`src/rtl/usb_output.sv`:
```
// usb_output: byte FIFO feeding the FT245 write port (wr strobe, data drive enable, txe flow control).
// Build option: define USB_OUTPUT_TXE_SYNC_EN for a two-flop txe synchronizer (default: single register).
module usb_output #(
  parameter int DEPTH_LOG2     = 4,
  parameter int WR_HIGH_CYCLES = 2,
  parameter int RECOVER_CYCLES = 3
) (
  input  logic       clk,
  input  logic       reset,
  input  logic [7:0] in,
  input  logic       newin,
  output logic       full,
  output logic       empty,
  output logic       overflow,
  input  logic       txe,
  output logic       wr,
  output logic [7:0] data_out,
  output logic       data_oe,
  output logic [3:0] state
);

  localparam int DEPTH    = 1 << DEPTH_LOG2;
  localparam int MAX_WAIT = (WR_HIGH_CYCLES > RECOVER_CYCLES) ? WR_HIGH_CYCLES : RECOVER_CYCLES;
  localparam int CNT_W    = $clog2(MAX_WAIT + 1);

  localparam logic [DEPTH_LOG2:0] FULL_COUNT = {1'b1, {DEPTH_LOG2{1'b0}}};

  localparam logic [3:0] ST_IDLE    = 4'd0;
  localparam logic [3:0] ST_STROBE  = 4'd1;
  localparam logic [3:0] ST_FALL    = 4'd2;
  localparam logic [3:0] ST_RECOVER = 4'd3;

  logic                  txe_s;
  logic [7:0]            mem [DEPTH];
  logic [DEPTH_LOG2-1:0] wptr, rptr;
  logic [DEPTH_LOG2:0]   count;
  logic                  push, pop;

  logic [3:0]            state_q, state_d;
  logic [CNT_W-1:0]      cnt_q, cnt_d;
  logic                  wr_d, oe_d, load;

  // txe is asynchronous to clk; flops come out of reset as "FTDI not ready".
`ifdef USB_OUTPUT_TXE_SYNC_EN
  logic txe_meta;

  always_ff @(posedge clk or posedge reset) begin
    if (reset) begin
      txe_meta <= 1'b1;
      txe_s    <= 1'b1;
    end else begin
      txe_meta <= txe;
      txe_s    <= txe_meta;
    end
  end
`else
  // NOTE: sequential state always uses non-blocking assignments so every flop samples pre-edge values.
  always_ff @(posedge clk or posedge reset) begin
    if (reset) txe_s <= 1'b1;
    else       txe_s <= txe;
  end
`endif

  assign full  = (count == FULL_COUNT);
  assign empty = (count == '0);
  assign pop   = (state_q == ST_FALL);
  // A push into a full FIFO survives only when the head leaves in the same cycle.
  assign push  = newin && (!full || pop);

  // NOTE: the storage array has no reset; pointers and count define which entries are valid.
  always_ff @(posedge clk) begin
    if (push) mem[wptr] <= in;
  end

  always_ff @(posedge clk or posedge reset) begin
    if (reset) begin
      wptr     <= '0;
      rptr     <= '0;
      count    <= '0;
      overflow <= 1'b0;
    end else begin
      if (push) wptr <= wptr + 1'b1;
      if (pop)  rptr <= rptr + 1'b1;
      case ({push, pop})
        2'b10:   count <= count + 1'b1;
        2'b01:   count <= count - 1'b1;
        default: count <= count;
      endcase
      if (newin && full && !pop) overflow <= 1'b1;
    end
  end

  // wr_d/oe_d describe the outputs of the state being entered, so wr and data_oe come straight from flops.
  always_comb begin
    // NOTE: every always_comb output gets a default first so no path can infer a latch.
    state_d = state_q;
    cnt_d   = cnt_q;
    wr_d    = 1'b0;
    oe_d    = 1'b0;
    load    = 1'b0;
    case (state_q)
      ST_IDLE: begin
        if (!empty && !txe_s) begin
          state_d = ST_STROBE;
          cnt_d   = '0;
          load    = 1'b1;
          wr_d    = 1'b1;
          oe_d    = 1'b1;
        end
      end
      ST_STROBE: begin
        oe_d = 1'b1;
        if (cnt_q == CNT_W'(WR_HIGH_CYCLES - 1)) begin
          state_d = ST_FALL;
        end else begin
          cnt_d = cnt_q + 1'b1;
          wr_d  = 1'b1;
        end
      end
      ST_FALL: begin
        state_d = ST_RECOVER;
        cnt_d   = '0;
      end
      ST_RECOVER: begin
        if (cnt_q == CNT_W'(RECOVER_CYCLES - 1)) state_d = ST_IDLE;
        else                                      cnt_d   = cnt_q + 1'b1;
      end
      default: state_d = ST_IDLE;
    endcase
  end

  always_ff @(posedge clk or posedge reset) begin
    if (reset) begin
      state_q  <= ST_IDLE;
      cnt_q    <= '0;
      wr       <= 1'b0;
      data_oe  <= 1'b0;
      data_out <= 8'h00;
    end else begin
      state_q <= state_d;
      cnt_q   <= cnt_d;
      wr      <= wr_d;
      data_oe <= oe_d;
      if (load) data_out <= mem[rptr];
    end
  end

  assign state = state_q;

endmodule
```
`config.mk`:
```
export PLATFORM = sky130hd
export DESIGN_NAME = usb_output
export DESIGN_NICKNAME = d
export VERILOG_FILES = /design/src/rtl/usb_output.sv
export SDC_FILE = /design/constraint.sdc
export NUM_CORES = 1
export LEC_CHECK = 0
export CAP_MARGIN = 20
export CORE_MARGIN = 4
export CORE_UTILIZATION = 45
export CTS_CLUSTER_SIZE = 20
export DETAILED_ROUTE_END_ITERATION = 8
export GPL_TIMING_DRIVEN = 0
export RECOVER_POWER = 25
export SYNTH_ARGS = -nofsm -noshare
export SYNTH_HDL_FRONTEND = slang
export SYNTH_SLANG_ARGS = --single-unit
```
`constraint.sdc`:
```
create_clock -name clk -period 1.99 [get_ports clk]
set_input_delay 0.199 -clock clk [delete_from_list [all_inputs] [get_ports clk]]
set_output_delay 0.199 -clock clk [all_outputs]
set_load 0.01 [all_outputs]
```
==> results.env, run 1 <==
SYNTH_COMMON_CELLS='128 x sky130_fd_sc_hd__edfxtp_1, 32 x sky130_fd_sc_hd__mux4_2, 28 x sky130_fd_sc_hd__dfrtp_1, 18 x sky130_fd_sc_hd__mux2i_1, 17 x sky130_fd_sc_hd__nand2_1'
FIRST_GLOBAL_VIAS=3580
DPL.HPWL_UM=8190
CTS.PATH.MAX_BUFFERS=2
POST_PLACEMENT_CELL_AREA_SQ_UM=6990
FMAX_MHz=487
DRT.ANTENNA.VIOLATING_NETS=0
CLK_TRANSITION_REPORTED_PATHS_PS=60
POWER.DENSITY_nW_PER_UM2=1480
VIASPERCELL=5.48
CTS-ROOT-BUF='sky130_fd_sc_hd__clkbuf_16'
SYNTH.YOSYS.SEQ_AREA_SHARE_PCT=71.0
WORST_SLEW_PIN_SLEW_PS=859
DR.FIRST_ITER.DRC_COUNT=177
CTS_BUFFER_COUNT=17
WL_PER_CELL_UM=21.5
POST_ROUTE_CELLS_DRIVE_ABOVE_1_SHARE_PCT=33.9
CP.REQUIRED_PS=2180
PEAKVDDDROP_V=0.000664
TIMING.MAX_SLEW.REL_SLACK_PCT=42.7
CTS_TREE='done'
CLOCK_SINK_COUNT=157
BUFFER_PORTS.INSERTED=26
POWER_LEAKAGE_nW=2.82
CLOCK_TREE.HTREE_LEVEL_COUNT=4
YOSYSWARNINGCOUNT=0
ANTENNADIODECOUNT=0
WORST_HOLD_SLACK_PS=306
GRT_START_MAX_NET_PINS=17
VIAS_AFTER_DETAILED_ROUTING=3346
FF2FF_PATH_DEPTH=7
NUMBER_OF_FILLER_INSTANCES_IN_THE_FINAL_LAYOUT=1055
SYN2LAYOUT_AREA_GROWTH_PCT=24.5
IO_PINS=29
SYN-CELL-AREA_SQ_UM=6430
LAYOUT.NETS=444
COUNT_OF_PINS_OVER_THEIR_SLEW_LIMIT=0
PERIOD_UTILIZATION_POST_ROUTE_PCT=103
MAX_CAP_VIOLATIONS=0
FINALSETUPVIOLCOUNT=37
OUTCOME='complete, but fails checks'
POST_SYNTH.CELL_AREA_AVG_SQ_UM=18.3
GP_ROUTABILITY_CONGESTION=0.791
ANTENNA_FOUND_INITIAL=0
NUMBER_OF_SYNTHESIZED_FLOPS_WITH_AN_ENABLE_PIN=128
INSERTION_DELAY_PS=420
FLOORPLAN.DIE_AREA_SQ_UM=16300
SYNTHDOMINANTAREACELLTYPE='sky130_fd_sc_hd__edfxtp_1'
YOSYS.CELL_TYPES.COUNT=43
DRT_DRC_VIOLATIONS_LEFT=0
END_KIND='register'
INITIAL_UTILIZATION_PCT=46.2
SYNTH.TOP_CELLS.BY_AREA='sky130_fd_sc_hd__edfxtp_1 60%, sky130_fd_sc_hd__mux4_2 11%, sky130_fd_sc_hd__dfrtp_1 11%'
SYNTH_TOP_AREA_SHARE_PCT=59.7
VIOLATIONS_IN_THE_FINAL_REPORTS='setup timing'
CRITICAL_PATH.STARTPOINT_TYPE='register'
TOTAL_WIRE_LENGTH_UM=13100
WORST_CLOCK_SKEW_PS=10.4
CRITICAL_PATH.STARTPOINT='count[1]'
GRT_OVERFLOW=0
FP.DIEW_UM=128
FIRST_PASS_GRT_WIRE_LENGTH_UM=20400
WORSTSETUPPATHTYPE='register to register'
CORE_REGION_AREA_SQ_UM=13900
YS_ASYNC_SR_FRACTION_PCT=18.5
DIE_HEIGHT_UM=128
FIRST_PASS_ITERS=4
DPL_WORST_SLACK_PS=-460
SYNTH_MOST_COMMON_CELL='sky130_fd_sc_hd__edfxtp_1'
SYNTH-MAIN-FF-CELL='sky130_fd_sc_hd__edfxtp_1'
CP_MAX_FO=8
R2R_SETUP_SLK_PS=-60
FINAL_HOLD_VIOL_COUNT=0
FINAL_CELL_AREA_SQ_UM=8010
PLACEMENTROWS=43
HP-CLASS='primary input to asynchronous set/reset pin'
GROUTE.USAGE.OVERALL_PCT=17.2
LAYOUT_MIN_CYCLE_TIME_PS=2050
CRIT-REG2REG-CAPTURE='mem[3][5]'
FINAL.SETUP.WORST_SLACK_PS=-63.2
TOTALNEGATIVESETUPSLACK_PS=-1440
WORST_PATH_ARRIVAL_PS=2240
R2R-START='count[1]'
YS_SEQ_ELEMENTS=157
SYN-INSTANCE-COUNT=352
GRT_SETUP_UNREPAIRED='yes'
==> critical path, cell delays in order (launching register included) <==
cell and delay [ps]:
sky130_fd_sc_hd__dfrtp_1 380, sky130_fd_sc_hd__buf_6 130, sky130_fd_sc_hd__or4_4 500, sky130_fd_sc_hd__o31a_1 290
sky130_fd_sc_hd__buf_12 170, sky130_fd_sc_hd__nand2_8 110, sky130_fd_sc_hd__nor3_4 70, sky130_fd_sc_hd__buf_6 170
==> how the worst max path moves through the flow <==
stage / to / slack (ps) / cells after the start
CTS: mem[2][0] / -150 / 7
global route: mem[3][2] / -120 / 7
floorplan: mem[1][0] / -150 / 7
global placement: mem[2][0] / -860 / 7
detailed placement: mem[14][3] / -460 / 7
finish: mem[3][5] / -60 / 7
==> repair_timing <==
item,4_1_cts,5_1_grt
gates cloned,0,0
hold buffers,0,0
buffers inserted,9,12
resized for setup,56,22
pin swaps,7,6
endpoints found under the setup margin,142,140
==> layout make-up <==
cell class	count	area [sq um]	share of cell area [%]
inverters	10	40.0	0.500
clock inverters	13	144	1.80
repair buffers	49	479	5.98
well taps	180	225	2.81
plain buffers	19	158	1.97
flip-flops and latches	157	4570	57.1
clock buffers	18	429	5.36
multi-input cells	165	1960	24.5
==> power by group <==
group / leakage (nW) / switching (W) / total [W] / internal (W)
registers: 1.50 / 0.000322 / 0.00445 / 0.00412
logic: 1.03 / 0.00219 / 0.00430 / 0.00211
clock network: 0.280 / 0.00128 / 0.00313 / 0.00185
==> sequential cells by signal, summed over array words and instances (netlist names) <==
signal / cells
mem: 128
data_out: 8
count: 5
rptr: 4
wptr: 4
cnt_q: 2
state: 2
data_oe: 1
overflow: 1
txe_s: 1
wr: 1
==> per-stage QoR <==
stage               instances  util, %  total power, W
finish                    611     57.5          0.0119
global route              611     57.5          0.0125
CTS                       601     56.3          0.0117
detailed placement        561     50.1         0.00812
global placement          559     49.8         0.00802
floorplan                 353        -         0.00697
==> per-layer routing <==
layer	global-route usage, %	wire (um)	vias up	part of all wire (%)
li1	-	-	1512	-
met1	21.8	5620	1746	43
met2	29.3	6800	68	52
met3	3.80	424	20	3.2
met4	6.55	293	0	2.2
met5	0	0	-	0
==> placed cells by master, fill, tap and decap left out, drive strengths merged, types with 4 or more instances in the layout <==
cell type / n
mux2: 4
dlygate4sd3: 5
nand2b: 5
nand2: 18
o21ai: 6
clkbuf: 23
xnor2: 7
clkinv: 8
o221ai: 8
a21oi: 5
inv: 12
mux4: 32
mux2i: 18
clkdlybuf4s50: 19
ha: 13
buf: 37
edfxtp: 128
dfrtp: 28
nor3: 5
nor2: 16
==> cell families after synthesis <==
logic type / Yosys count / synth area share [%]
simple gates: 55 / 4.26
compound gates: 31 / 3.54
buf+inv: 31 / 2.47
other cells: 1 / 0.0583
flops: 157 / 71.0
fa+ha+maj: 13 / 2.53
xor+xnor: 10 / 1.36
mux: 54 / 14.8
No activity file was read; power rests on OpenSTA's default activity.
==> run 2, diff against run 1 <==
Settings changed: ABC_AREA set to 1.
==> run 2 against run 1 <==
Compared with the run above:
- the flow now finishes without violations
- routed wire length grew 40%
- total power grew 3.7%
- via count grew 52%
- clock-buffer cell count grew 1
- worst setup slack gained 170 ps
- critical path type unchanged
- register-to-register slack gained 170 ps
- synthesized cell count grew 100%
- sequential cell count is the same
- clock power shrank 5%
- final area grew 6.8%
- area after synthesis grew 9.0%
- die area grew 8.4%
- largest cell class unchanged
==> results.env, run 2 <==
NUMBER_OF_BUFFERS_ADDED_TO_FIX_HOLD_VIOLATIONS_AFTER_CTS=0  # unchanged
DPL_WORST_SLACK_PS=-837  # -377 ps
CTS-ROOT-BUF='sky130_fd_sc_hd__clkbuf_16'
SYNTH_MOST_COMMON_CELL='sky130_fd_sc_hd__nand2_1'
POST_ROUTE_CELLS_DRIVE_ABOVE_1_SHARE_PCT=12.8  # -21 points
DR.FIRST_ITER.DRC_COUNT=388  # +120%
GRT_SETUP_UNREPAIRED='yes'
LAYOUT.NETS=802  # +81%
CLOCK_TREE.HTREE_LEVEL_COUNT=4  # unchanged
POWER.SHARE.COMBINATIONAL_PCT=40.4  # +4.2 points
YS_ASYNC_SR_FRACTION_PCT=18.5  # unchanged
IO_PINS=29  # unchanged
CORE_REGION_AREA_SQ_UM=15300  # +9.5%
WL_MET3_UM=1090  # +160%
GRT_START_MAX_NET_PINS=23  # +6
GROUTE.USAGE.OVERALL_PCT=21.8  # +4.6 points
POWER_LEAKAGE_nW=3.76  # +34%
FIRST_PASS_ITERS=5  # +1
CP.REQUIRED_PS=2140  # -40 ps
CTS.PATH.MAX_BUFFERS=2  # unchanged
PERIOD_UTILIZATION_POST_ROUTE_PCT=94.5  # -8.7 points
REPORT.POWER.TOTAL_W=0.0123  # +3.7%
POST_PLACEMENT_CELL_AREA_SQ_UM=7570  # +8.4%
LARGEST_REGISTER_FFS=128  # unchanged
PWR-SHARE-CLK_PCT=24.2  # -2.1 points
SYNTH_TOP_AREA_SHARE_PCT=54.8  # -4.9 points
REG_TOP3='mem (128), data_out (8), count (5)'
PLACEMENTROWS=45  # +4.7%
DRT_DRC_VIOLATIONS_LEFT=0  # unchanged
MET1_LENGTH_UM=7960  # +42%
FINALSETUPVIOLCOUNT=0  # -100%
SYN2LAYOUT_AREA_GROWTH_PCT=21.9
YOSYS.CELL_TYPES.COUNT=23  # -47%
SYN-INSTANCE-COUNT=712  # +100%
FP.DIEW_UM=133  # +4.1%
FMAX_MHz=532  # +9.2%
ANTENNADIODECOUNT=0  # unchanged
TIMING.MAX_SLEW.REL_SLACK_PCT=23.9  # -19 points
POWER.INTERNAL_W=0.00748  # -7.5%
BUFFER_PORTS.INSERTED=26  # unchanged
P_SWITCHING_W=0.00484  # +27%
TOP_REGISTER='mem'
POST_SYNTH.CELL_AREA_AVG_SQ_UM=9.85  # -46%
FINAL_CELL_AREA_SQ_UM=8550  # +6.8%
CLOCK_SINK_COUNT=157  # unchanged
ROUTE.MET2.WL_UM=8650  # +27%
END_KIND='register'
NUMBER_OF_FILLER_INSTANCES_IN_THE_FINAL_LAYOUT=1322  # +25%
WORST_HOLD_SLACK_PS=150  # -156 ps
SYNTH.YOSYS.SEQ_AREA_SHARE_PCT=65.2  # -5.9 points
GRT_OVERFLOW=0  # unchanged
MOSTFREQUENTLAYOUTCELLS='266 x sky130_fd_sc_hd__nand2_1, 128 x sky130_fd_sc_hd__edfxtp_1, 95 x sky130_fd_sc_hd__inv_1'
MAX_CAP_VIOLATIONS=0  # unchanged
OUTCOME='finished clean'
GP_ROUTABILITY_CONGESTION=0.899  # +14%
POWER.DENSITY_nW_PER_UM2=1440  # -2.9%
CLK_TRANSITION_REPORTED_PATHS_PS=60  # about the same
NUMBER_OF_SYNTHESIZED_FLOPS_WITH_AN_ENABLE_PIN=128  # unchanged
SYNTH_COMMON_CELLS='270 x sky130_fd_sc_hd__nand2_1, 128 x sky130_fd_sc_hd__edfxtp_1, 96 x sky130_fd_sc_hd__inv_1, 95 x sky130_fd_sc_hd__nand3_1, 28 x sky130_fd_sc_hd__dfrtp_1'
WORST_PATH_ARRIVAL_PS=2030  # -210 ps
INSERTION_DELAY_PS=430  # about the same
SYNTH-MAIN-FF-CELL='sky130_fd_sc_hd__edfxtp_1'
SEQUENTIALPOWERSHARE_PCT=35.4  # -2.0 points
FINAL.SETUP.WORST_SLACK_PS=110  # +173 ps
SYN-CELL-AREA_SQ_UM=7020  # +9.0%
FINAL_HOLD_VIOL_COUNT=0  # unchanged
YS_SEQ_ELEMENTS=157  # unchanged
DRT.ANTENNA.VIOLATING_NETS=0  # unchanged
DIE_HEIGHT_UM=133  # +4.1%
CP_MAX_FO=10  # +2
SYNTH.TOP_CELLS.BY_AREA='sky130_fd_sc_hd__edfxtp_1 55%, sky130_fd_sc_hd__nand2_1 14%, sky130_fd_sc_hd__dfrtp_1 10%'
INITIAL_UTILIZATION_PCT=46.0  # -0.20 points
PEAKVDDDROP_V=0.000808  # +22%
SYNTHDOMINANTAREACELLTYPE='sky130_fd_sc_hd__edfxtp_1'
WORSTSETUPPATHTYPE='register to register'
MAXUSEDROUTINGLAYER='met4'
FIRST_PASS_GRT_WIRE_LENGTH_UM=28700  # +41%
WORST_SLEW_PIN_SLEW_PS=1140  # +281 ps
CRITICAL_PATH.STARTPOINT_TYPE='register'
TOTAL_WIRE_LENGTH_UM=18500  # +40%
COMMONEST_NON_FILL_NON_TAP_CELL_IN_THE_LAYOUT='sky130_fd_sc_hd__nand2_1'
YOSYSWARNINGCOUNT=0  # unchanged
ANTENNA_FOUND_INITIAL=0  # unchanged
COUNT_OF_PINS_OVER_THEIR_SLEW_LIMIT=0  # unchanged
WORST_CLOCK_SKEW_PS=9.27  # -1.17 ps
HP-CLASS='primary input to asynchronous set/reset pin'
SWITCHING_SHARE_PCT=39.3  # +7.3 points
VIAS_AFTER_DETAILED_ROUTING=5086  # +52%
VIASPERCELL=5.08  # -7.2%
CTS_TREE='done'
DPL.HPWL_UM=12300  # +50%
LAYOUT_MIN_CYCLE_TIME_PS=1880  # -173 ps
CTS_BUFFER_COUNT=17  # unchanged
FLOORPLAN.DIE_AREA_SQ_UM=17700  # +8.4%
WL_PER_CELL_UM=18.4  # -14%
FIRST_GLOBAL_VIAS=5032  # +41%
==> run 2: routing by layer <==
layer	vias to the layer above	global-route usage (%)
met1	2428	29.6
met5	-	0
met4	0	10.2
met2	193	34.1
li1	2418	-
met3	47	3.99
==> run 2: cell families (layout without fill, tap and decap cells) <==
group | Yosys count | after routing | share of synthesized area (%)
AOI/OAI and AO/OA | 18 | 18 | 1.46
buffers and inverters | 127 | 204 | 7.49
other | 1 | 2 | 0.0535
and+or+nand+nor | 389 | 389 | 22.7
DFF | 157 | 157 | 65.2
adders and majority gates | 13 | 13 | 2.32
xor gates and xnor gates | 7 | 7 | 0.874
==> run 2: worst max-delay path: stages (launching register included) <==
cell and delay [ps]:
sky130_fd_sc_hd__dfrtp_2 430, sky130_fd_sc_hd__inv_2 90, sky130_fd_sc_hd__ha_4 160, sky130_fd_sc_hd__buf_8 140
sky130_fd_sc_hd__o21ai_2 100, sky130_fd_sc_hd__inv_4 140, sky130_fd_sc_hd__nand2_2 170, sky130_fd_sc_hd__nor2_4 190
sky130_fd_sc_hd__buf_4 160
==> run 2: path summary, 6_finish.rpt <==
path                                  start          end  slack, ps  cells after the start
worst max-delay path               state[0]    mem[5][1]        110                      8
worst min-delay path                  reset     count[0]        150                      2
worst max register to register     state[0]    mem[5][1]        110                      8
worst min register to register  data_out[0]  data_out[0]        480                      2
max in group asynchronous             reset     state[0]        390                      3
min in group clk                        txe        txe_s        320                      1
==> run 2: through the flow <==
step           setup TNS, ps  cells  utilization, %
3_5_place_dp          -67440    951            49.6
2_1_floorplan              0    713               -
5_1_grt                -35.3   1001            56.1
4_1_cts                    0    999            55.9
3_3_place_gp          -58110    950            49.4
6_report                   0   1001            56.1
==> run 2: power by group through the flow <==
stage	sequential, W	clock [W]	combinational (W)
6_report	0.00436	0.00298	0.00497
4_1_cts	0.00436	0.00303	0.00488
5_1_grt	0.00442	0.00318	0.00549
3_5_place_dp	0.00442	0	0.00449
2_1_floorplan	0.00442	0	0.00286
3_3_place_gp	0.00440	0	0.00444
==> run 2: final cells by class <==
type                       count  area, sq um  area share, %
clock inverter                13         98.8           1.16
buffer                        27          160           1.87
multi-input combinational    429         2090           24.4
tap                          211          264           3.09
inverter                     100          378           4.42
clock buffer                  19          433           5.06
timing repair buffer          45          559           6.54
sequential                   157         4570           53.5
==> run 2: what timing repair did <==
action	4_1_cts	5_1_grt
gates resized for setup	46	5
cloned	0	0
pin swaps	14	0
endpoints found under the setup margin	132	53
setup buffers	16	2
